**config.mk**
```make
export PLATFORM = sky130hd
export DESIGN_NAME = mem_bus_responder
export DESIGN_NICKNAME = d
export VERILOG_FILES = /design/src/rtl/mem_bus_defs.sv /design/src/rtl/mem_bus_wait_counter.sv /design/src/rtl/mem_bus_responder.sv
export SDC_FILE = /design/constraint.sdc
export NUM_CORES = 2
export LEC_CHECK = 0
export ABC_AREA = 1
export CAP_MARGIN = 0
export CORE_ASPECT_RATIO = 1.75
export CORE_MARGIN = 2
export CORE_UTILIZATION = 25
export DETAILED_ROUTE_END_ITERATION = 6
export PLACE_DENSITY_LB_ADDON = 0.08
export SYNTH_ARGS = -nofsm -noshare
export SYNTH_HDL_FRONTEND = slang
export SYNTH_HIERARCHICAL = 1
export SYNTH_SLANG_ARGS = --single-unit
```
**constraint.sdc**
```tcl
create_clock -name Clk -period 7.2 [get_ports Clk]
set_clock_uncertainty 0.15 [all_clocks]
set_input_delay 2.16 -clock Clk [delete_from_list [all_inputs] [get_ports Clk]]
set_output_delay 2.16 -clock Clk [all_outputs]
set_load 0.05 [all_outputs]
```
**src/rtl/mem_bus_defs.sv**
```systemverilog
// Shared definitions for the memory bus responder:
// FSM state encoding and wait-counter width.
package mem_bus_defs;

  typedef enum logic [1:0] {
    S_Idle   = 2'd0,
    S_Wait   = 2'd1,
    S_Access = 2'd2,
    S_Ack    = 2'd3
  } state_e;

  localparam int CntWidth = 4;

endpackage

```
**src/rtl/mem_bus_wait_counter.sv**
```systemverilog
// Loadable down-counter for wait states; last flags cnt == 1.
// Saturates at zero when decremented while empty.
module mem_bus_wait_counter
  import mem_bus_defs::*;
(
  input  logic                clk,
  input  logic                rst,
  input  logic                load,
  input  logic [CntWidth-1:0] load_val,
  input  logic                dec,
  output logic                last
);

  logic [CntWidth-1:0] cnt_q, cnt_d;

  always_comb begin
    cnt_d = cnt_q;
    if (load) begin
      cnt_d = load_val;
    end else if (dec && (cnt_q != '0)) begin
      cnt_d = cnt_q - CntWidth'(1);
    end
  end

  always_ff @(posedge clk or posedge rst) begin
    if (rst) begin
      cnt_q <= '0;
    end else begin
      cnt_q <= cnt_d;
    end
  end

  assign last = (cnt_q == CntWidth'(1));

endmodule

```
**src/rtl/mem_bus_responder.sv**
```systemverilog
// 4-phase Req/Ack memory responder with programmable wait states.
// Optional write protection of low addresses: MEM_WRITE_PROTECT_EN.
module mem_bus_responder
  import mem_bus_defs::*;
#(
  parameter int DataWidth    = 16,
  parameter int AddrWidth    = 8,
  parameter int WaitCycles   = 2,
  parameter int ProtectLimit = 8
) (
  input  logic                 Clk,
  input  logic                 Reset,
  input  logic                 Req,
  input  logic                 WrEn,
  input  logic [AddrWidth-1:0] Addr,
  input  logic [DataWidth-1:0] DataIn,
  output logic [DataWidth-1:0] DataOut,
  output logic                 Ack,
  output logic                 Busy,
  output logic                 Fault
);

  localparam int Depth = 2 ** AddrWidth;
  localparam int AwExt = AddrWidth + 1;
  localparam logic [CntWidth-1:0] WaitLd =
    CntWidth'(WaitCycles);
  localparam logic [AwExt-1:0] PLim =
    AwExt'(ProtectLimit);

  state_e state_q, state_d;

  logic [AddrWidth-1:0] addr_q, addr_d;
  logic                 wr_q, wr_d;
  logic [DataWidth-1:0] din_q, din_d;
  logic [DataWidth-1:0] dout_q, dout_d;
  logic                 ack_q, ack_d;
  logic                 fault_q, fault_d;

  logic [DataWidth-1:0] mem [Depth];

  logic cnt_load, cnt_dec, cnt_last;
  logic mem_we, prot_hit, prot_blk;

  assign cnt_load = (state_q == S_Idle) && Req;
  assign cnt_dec  = (state_q == S_Wait);

  mem_bus_wait_counter u_cnt (
    .clk      (Clk),
    .rst      (Reset),
    .load     (cnt_load),
    .load_val (WaitLd),
    .dec      (cnt_dec),
    .last     (cnt_last)
  );

  assign prot_hit = ({1'b0, addr_q} < PLim);

`ifdef MEM_WRITE_PROTECT_EN
  assign prot_blk = prot_hit;
`else
  logic unused_prot;
  assign unused_prot = prot_hit;
  assign prot_blk    = 1'b0;
`endif

  always_ff @(posedge Clk or posedge Reset) begin
    if (Reset) begin
      state_q <= S_Idle;
      addr_q  <= '0;
      wr_q    <= 1'b0;
      din_q   <= '0;
      dout_q  <= '0;
      ack_q   <= 1'b0;
      fault_q <= 1'b0;
    end else begin
      state_q <= state_d;
      addr_q  <= addr_d;
      wr_q    <= wr_d;
      din_q   <= din_d;
      dout_q  <= dout_d;
      ack_q   <= ack_d;
      fault_q <= fault_d;
    end
  end

  // Contents survive reset; only the access edge writes.
  always_ff @(posedge Clk) begin
    if (mem_we) begin
      mem[addr_q] <= din_q;
    end
  end

  always_comb begin
    state_d = state_q;
    unique case (state_q)
      S_Idle: begin
        if (Req) begin
          state_d = (WaitCycles == 0) ? S_Access : S_Wait;
        end
      end
      S_Wait: begin
        if (cnt_last) begin
          state_d = S_Access;
        end
      end
      S_Access: state_d = S_Ack;
      S_Ack: begin
        if (!Req) begin
          state_d = S_Idle;
        end
      end
      default: state_d = S_Idle;
    endcase
  end

  always_comb begin
    addr_d  = addr_q;
    wr_d    = wr_q;
    din_d   = din_q;
    dout_d  = dout_q;
    ack_d   = ack_q;
    fault_d = 1'b0;
    mem_we  = 1'b0;
    Busy    = (state_q != S_Idle);
    if (cnt_load) begin
      addr_d = Addr;
      wr_d   = WrEn;
      din_d  = DataIn;
    end
    unique case (state_q)
      S_Access: begin
        ack_d = 1'b1;
        if (wr_q) begin
          mem_we  = !prot_blk;
          fault_d = prot_blk;
        end else begin
          dout_d = mem[addr_q];
        end
      end
      S_Ack: begin
        if (!Req) begin
          ack_d = 1'b0;
        end
      end
      default: ;
    endcase
  end

  assign DataOut = dout_q;
  assign Ack     = ack_q;
  assign Fault   = fault_q;

endmodule

```
# Word level (Yosys, flattened, before mapping)
# Memories as Yosys holds them, arrays and structs flattened. A register that Yosys moved wholly into a read port is not among the register bits.
# Index checks and enable logic that the tools add are counted.
[classes]
n_eq_ne = 7
mux = 12
n_reduce_logical = 10
bitwise_logic = 1
add_sub_neg = 1
[op_table]
columns = ["operator", "count"]
rows = [
  ["4-bit two-way mux", 2],
  ["2-bit case mux with 4 select lines", 1],
  ["2-bit two-way mux", 3],
  ["2-bit inequality test (second input constant)", 3],
  ["2-bit nonzero test", 3],
  ["1-bit two-way mux", 5],
  ["2-bit == test (second input constant)", 2],
  ["4-bit by 1-bit == test with 1-bit output (second input constant)", 1],
  ["2-bit AND reduction", 2],
  ["4-bit nonzero test", 1],
  ["4-bit by 1-bit subtractor with 4-bit output (second input constant)", 1],
  ["3-bit AND reduction", 1],
  ["2-bit by 1-bit == test with 1-bit output (second input constant)", 1],
  ["1-bit logical AND", 2],
  ["2-bit zero test", 1],
  ["1-bit case mux with 2 select lines", 1],
  ["1-bit inverter", 1],
]
[totals]
reg_bits = 32
output_inout_bits = 19
mem_count = 1
inputBits = 28
ram_bits = 4096
[mem_list]
columns = ["memory", "depth", "word_bits", "rd", "rd_ports_with_merged_regs", "write_ports", "line", "source"]
rows = [
  ["mem", 256, 16, 1, 1, 1, "mem_bus_responder.sv:39", "logic [DataWidth-1:0] mem [Depth];"],
]

# Depth between registers and ports, before layout
[logic_depth]
word_depth = 4
mapped_depth = 19
mapped_depth_nobuf = 15

# Cells and area by module
# The synthesis kept the hierarchy.
[by_module_without_submodules]
columns = ["mod", "cells_each", "seq_area_each_um2", "instances", "area_each_um2"]
rows = [
  ["mem_bus_responder", 14743, 124099.0, 1, 166538.5],
  ["mem_bus_wait_counter", 43, 100.1, 1, 299.0],
]

# Worst setup path before layout
# Ideal clock, no wire load.
[synth_timing]
path_kind = "flip-flop to flip-flop"
startpoint = "register din_q[0]"
endpoint = "memory mem[0][0] (data pin)"
stages_incl_launch_ff = 1
setup_slack_ns = 3.063
setup_ns = 0.804
arrival_ns = 3.183
path_buffers = 0
required_ns = 6.246
synth_period_minus_slack_ns = 4.137
path_cell_list = "dfrtp_1"
[synth_lines]
columns = ["item", "line", "source"]
rows = [
  ["start, declared", "mem_bus_responder.sv:34", "logic [DataWidth-1:0] din_q, din_d;"],
  ["start signal, assigned", "mem_bus_responder.sv:79", "din_q <= din_d;"],
  ["end, declared", "mem_bus_responder.sv:39", ""],
]
# Straight into the memory's write port.

# Worst setup path after layout
[layout_timing]
startpoint = "register dout_q[15], in the netlist DataOut[15] (read register of mem)"
endpoint = "output DataOut[15]"
[layout_lines]
columns = ["item", "line", "source"]
rows = [
  ["start, declared", "mem_bus_responder.sv:35", "logic [DataWidth-1:0] dout_q, dout_d;"],
  ["end, declared", "mem_bus_responder.sv:17", "output logic [DataWidth-1:0] DataOut,"],
]
# No word-level cell between the ends.

==> reports/metrics.csv <==
stage,metric,value,unit
run_status,status,completed,
sta,hold_viol,0,
worst_setup_path,r2r_start,addr_q[1],
sta,worst_pin_slew,1210,ps
grt,grt-ovfl-total,0,
detailed_routing,drc_errors,0,
finish,syn_to_final_growth,15.5,%
worst_setup_path,cp_data_arrival_time,2720,ps
sta,rsz0062_at_grt,no,
floorplan,fp.dieH,1080,um
worst_setup_path,critical_path.max_stage_delay,940,ps
clocking,holdBufCountCts,0,
detailed_routing,wl_per_cell,26.8,um
worst_setup_path,crit_type,register to output port,
grt,antenna_found_initial,50,
worst_setup_path,crit_slowest_cell,clkdlybuf4s50_1,
sta,finalMaxSlewViolations,0,
yosys,ys_warn_count,6,
sta,holdWs,361,ps
placement,port_buffers,45,
grt,track_usage,18.8,%
finish,n_fill_cell,68800,
clocking,clk_path_buf_depth,5,
sta,fin_crit_sh,69.8,%
clocking,htreeDepth,5,
yosys,synth-seq-cells,4144,
floorplan,ios,47,
floorplan,dieArea,674000,um2
job,drv_cap,0,
grt,grt_max_degree,141,
placement,place.gp.congestion,0.772,
clocking,cts_buffers,427,
yosys,syn-cell-area,167000,um2
worst_setup_path,critPathTopFamily,buffers and inverters,
detailed_routing,drt_iter0_markers,7531,
worst_setup_path,cp_cell_sequence,clkdlybuf4s50_1,
worst_hold_path,hold_end,Ack,
pwr,ir_worst_vdd,370,uV
worst_setup_path,required,4890,ps
sta,slew_headroom,19.4,%
grt,grt_first_pass_wirelength,893000,um
floorplan,fp-row-count,397,
floorplan,fp.dieW,622,um
clocking,cts_root_buf,clkbuf_16,
clocking,cts_resized,0,
sta,finalSetupViolCount,0,
detailed_routing,drtPass1Iterations,5,
finish,nets,15000,
clocking,cts_setup_buffers,0,
pwr,leakage,71.3,nW
sta,period_minus_slack,5030,ps
detailed_routing,vias,107000,
worst_hold_path,hold_path.class,register to register,
worst_setup_path,critPathMaxFanout,2,
floorplan,initial_core_util,25.0,%
finish,drive_gt1_share,7.55,%
yosys,ys_seq_area_share,74.4,%
worst_hold_path,hold_depth,2,
worst_hold_path,min_from,Ack,
placement,dp_hpwl,385000,um
worst_setup_path,r2r_slack,2250,ps
clocking,path_clk_slew,70,ps
worst_setup_path,crit_buf_inv,1,
grt,grt_pass1_vias,107000,
clocking,cts_tree,built,
detailed_routing,ant_nets,0,
pwr,power_density,424,nW/um2
clocking,clock_sinks,4144,
sta,fmax,199,MHz
worst_setup_path,start_kind,register,
detailed_routing,finalWirelength,646000,um
floorplan,core_area,666000,um2
detailed_routing,viasPerCell,4.45,
worst_setup_path,r2r.worst_path.cells,16,
sta,final.setup.tns,0,ps
yosys,synth.distinct_cells,30,
worst_setup_path,cp-end-kind,output port,
clocking,clkLatencyLatePin,1090,ps
pwr,finalPower,0.0817,W
yosys,postSynthCellCount,14800,
worst_setup_path,rr_endpoint,DataOut[11],
yosys,syn_avg_cell_area,11.3,um2
## layer usage
layer | GRT usage, % | share of wire [%] | up-vias
li1 | - | - | 49900
met1 | 22.5 | 41 | 55000
met2 | 35.4 | 54 | 1752
met3 | 1.62 | 2.9 | 599
met4 | 5.62 | 2.7 | 2
met5 | 0 | 0.0019 | -
## state kept, by name, summed over array words and instances (netlist names)
| register | cells |
|---|---|
| addr_q | 8 |
| wr_q | 1 |
| Ack | 1 |
| din_q | 16 |
| mem | 4096 |
| u_cnt/cnt_q | 4 |
| DataOut | 16 |
| state_q | 2 |
## per-stage QoR
stage | area [um2] | setup slack (ps) | util, % | cells
global placement | 180000 | 2120 | 26.9 | 23400
CTS | 193000 | 2100 | 28.9 | 24100
global route | 193000 | 2100 | 28.9 | 24100
finish | 193000 | 2170 | 28.9 | 24100
detailed placement | 180000 | 2150 | 26.9 | 23400
floorplan | 167000 | 3060 | - | 14800
## cell usage after synthesis (all sizes together)
cell type	count	area (um2)
nand2	7899	29700
edfxtp	4096	123000
nor2	917	3490
buf	612	3270
o21ai	270	1350
nand3	257	1300
nand4	250	1560
a21oi	233	1170
clkbuf	146	548
dfrtp	48	1200
inv	38	145
ha	7	87.6
clkinv	6	22.5
conb	2	7.51
nor3	2	15.0
a221oi	1	8.76
nand3b	1	7.51
nor3b	1	7.51
## layout make-up
| cell class | count | area [um2] | share of cell area, % |
|---|---|---|---|
| inverter | 44 | 208 | 0.108 |
| clock buffer | 543 | 11300 | 5.89 |
| tap | 8778 | 11000 | 5.70 |
| sequential | 4144 | 124000 | 64.5 |
| multi-input combinational | 9843 | 39000 | 20.2 |
| antenna | 27 | 67.6 | 0.0351 |
| timing repair buffer | 544 | 5050 | 2.62 |
| clock inverter | 206 | 1830 | 0.948 |
## power breakdown
part / leakage (nW) / total [W] / internal (W) / switching (W)
clock network: 6.43 / 0.0220 / 0.0122 / 0.00980
registers: 37.7 / 0.0309 / 0.0300 / 0.000972
logic: 27.2 / 0.0287 / 0.00572 / 0.0230
## cells by family after synthesis
family / share of synthesized area, %
other cells: 0.00450
compound gates: 1.51
fa+ha+maj: 0.0525
buf+inv: 2.39
flops: 74.4
simple gates: 21.6
## how the worst max path moves through the flow
stage | startpoint | end | slack [ps] | cells after the start
final | DataOut[15] | DataOut[15] | 2170 | 1
after global routing | DataOut[9] | DataOut[9] | 2100 | 1
after CTS | DataOut[9] | DataOut[9] | 2100 | 1
after detailed placement | addr_q[0] | DataOut[11] | 2150 | 16
after global placement | addr_q[1] | DataOut[3] | 2120 | 15
after floorplan | din_q[0] | mem[0][0] | 3060 | 0
## placed cells by master, fill, tap and decap left out, types with 18 or more instances in the layout
master and count:
nand2_1 7887, edfxtp_1 4096, nor2_1 869, clkbuf_16 434
buf_4 431, nand4_1 250, nand3_1 247, a21oi_1 233
o21ai_1 169, o21ai_0 101, clkbuf_1 101, clkinv_1 94
buf_12 68, clkinv_2 67, clkdlybuf4s50_1 45, bufinv_16 32
nor2_2 31, dfrtp_1 30, inv_1 29, diode_2 27
dfrtp_4 18
(Power assumes the default switching activity.)
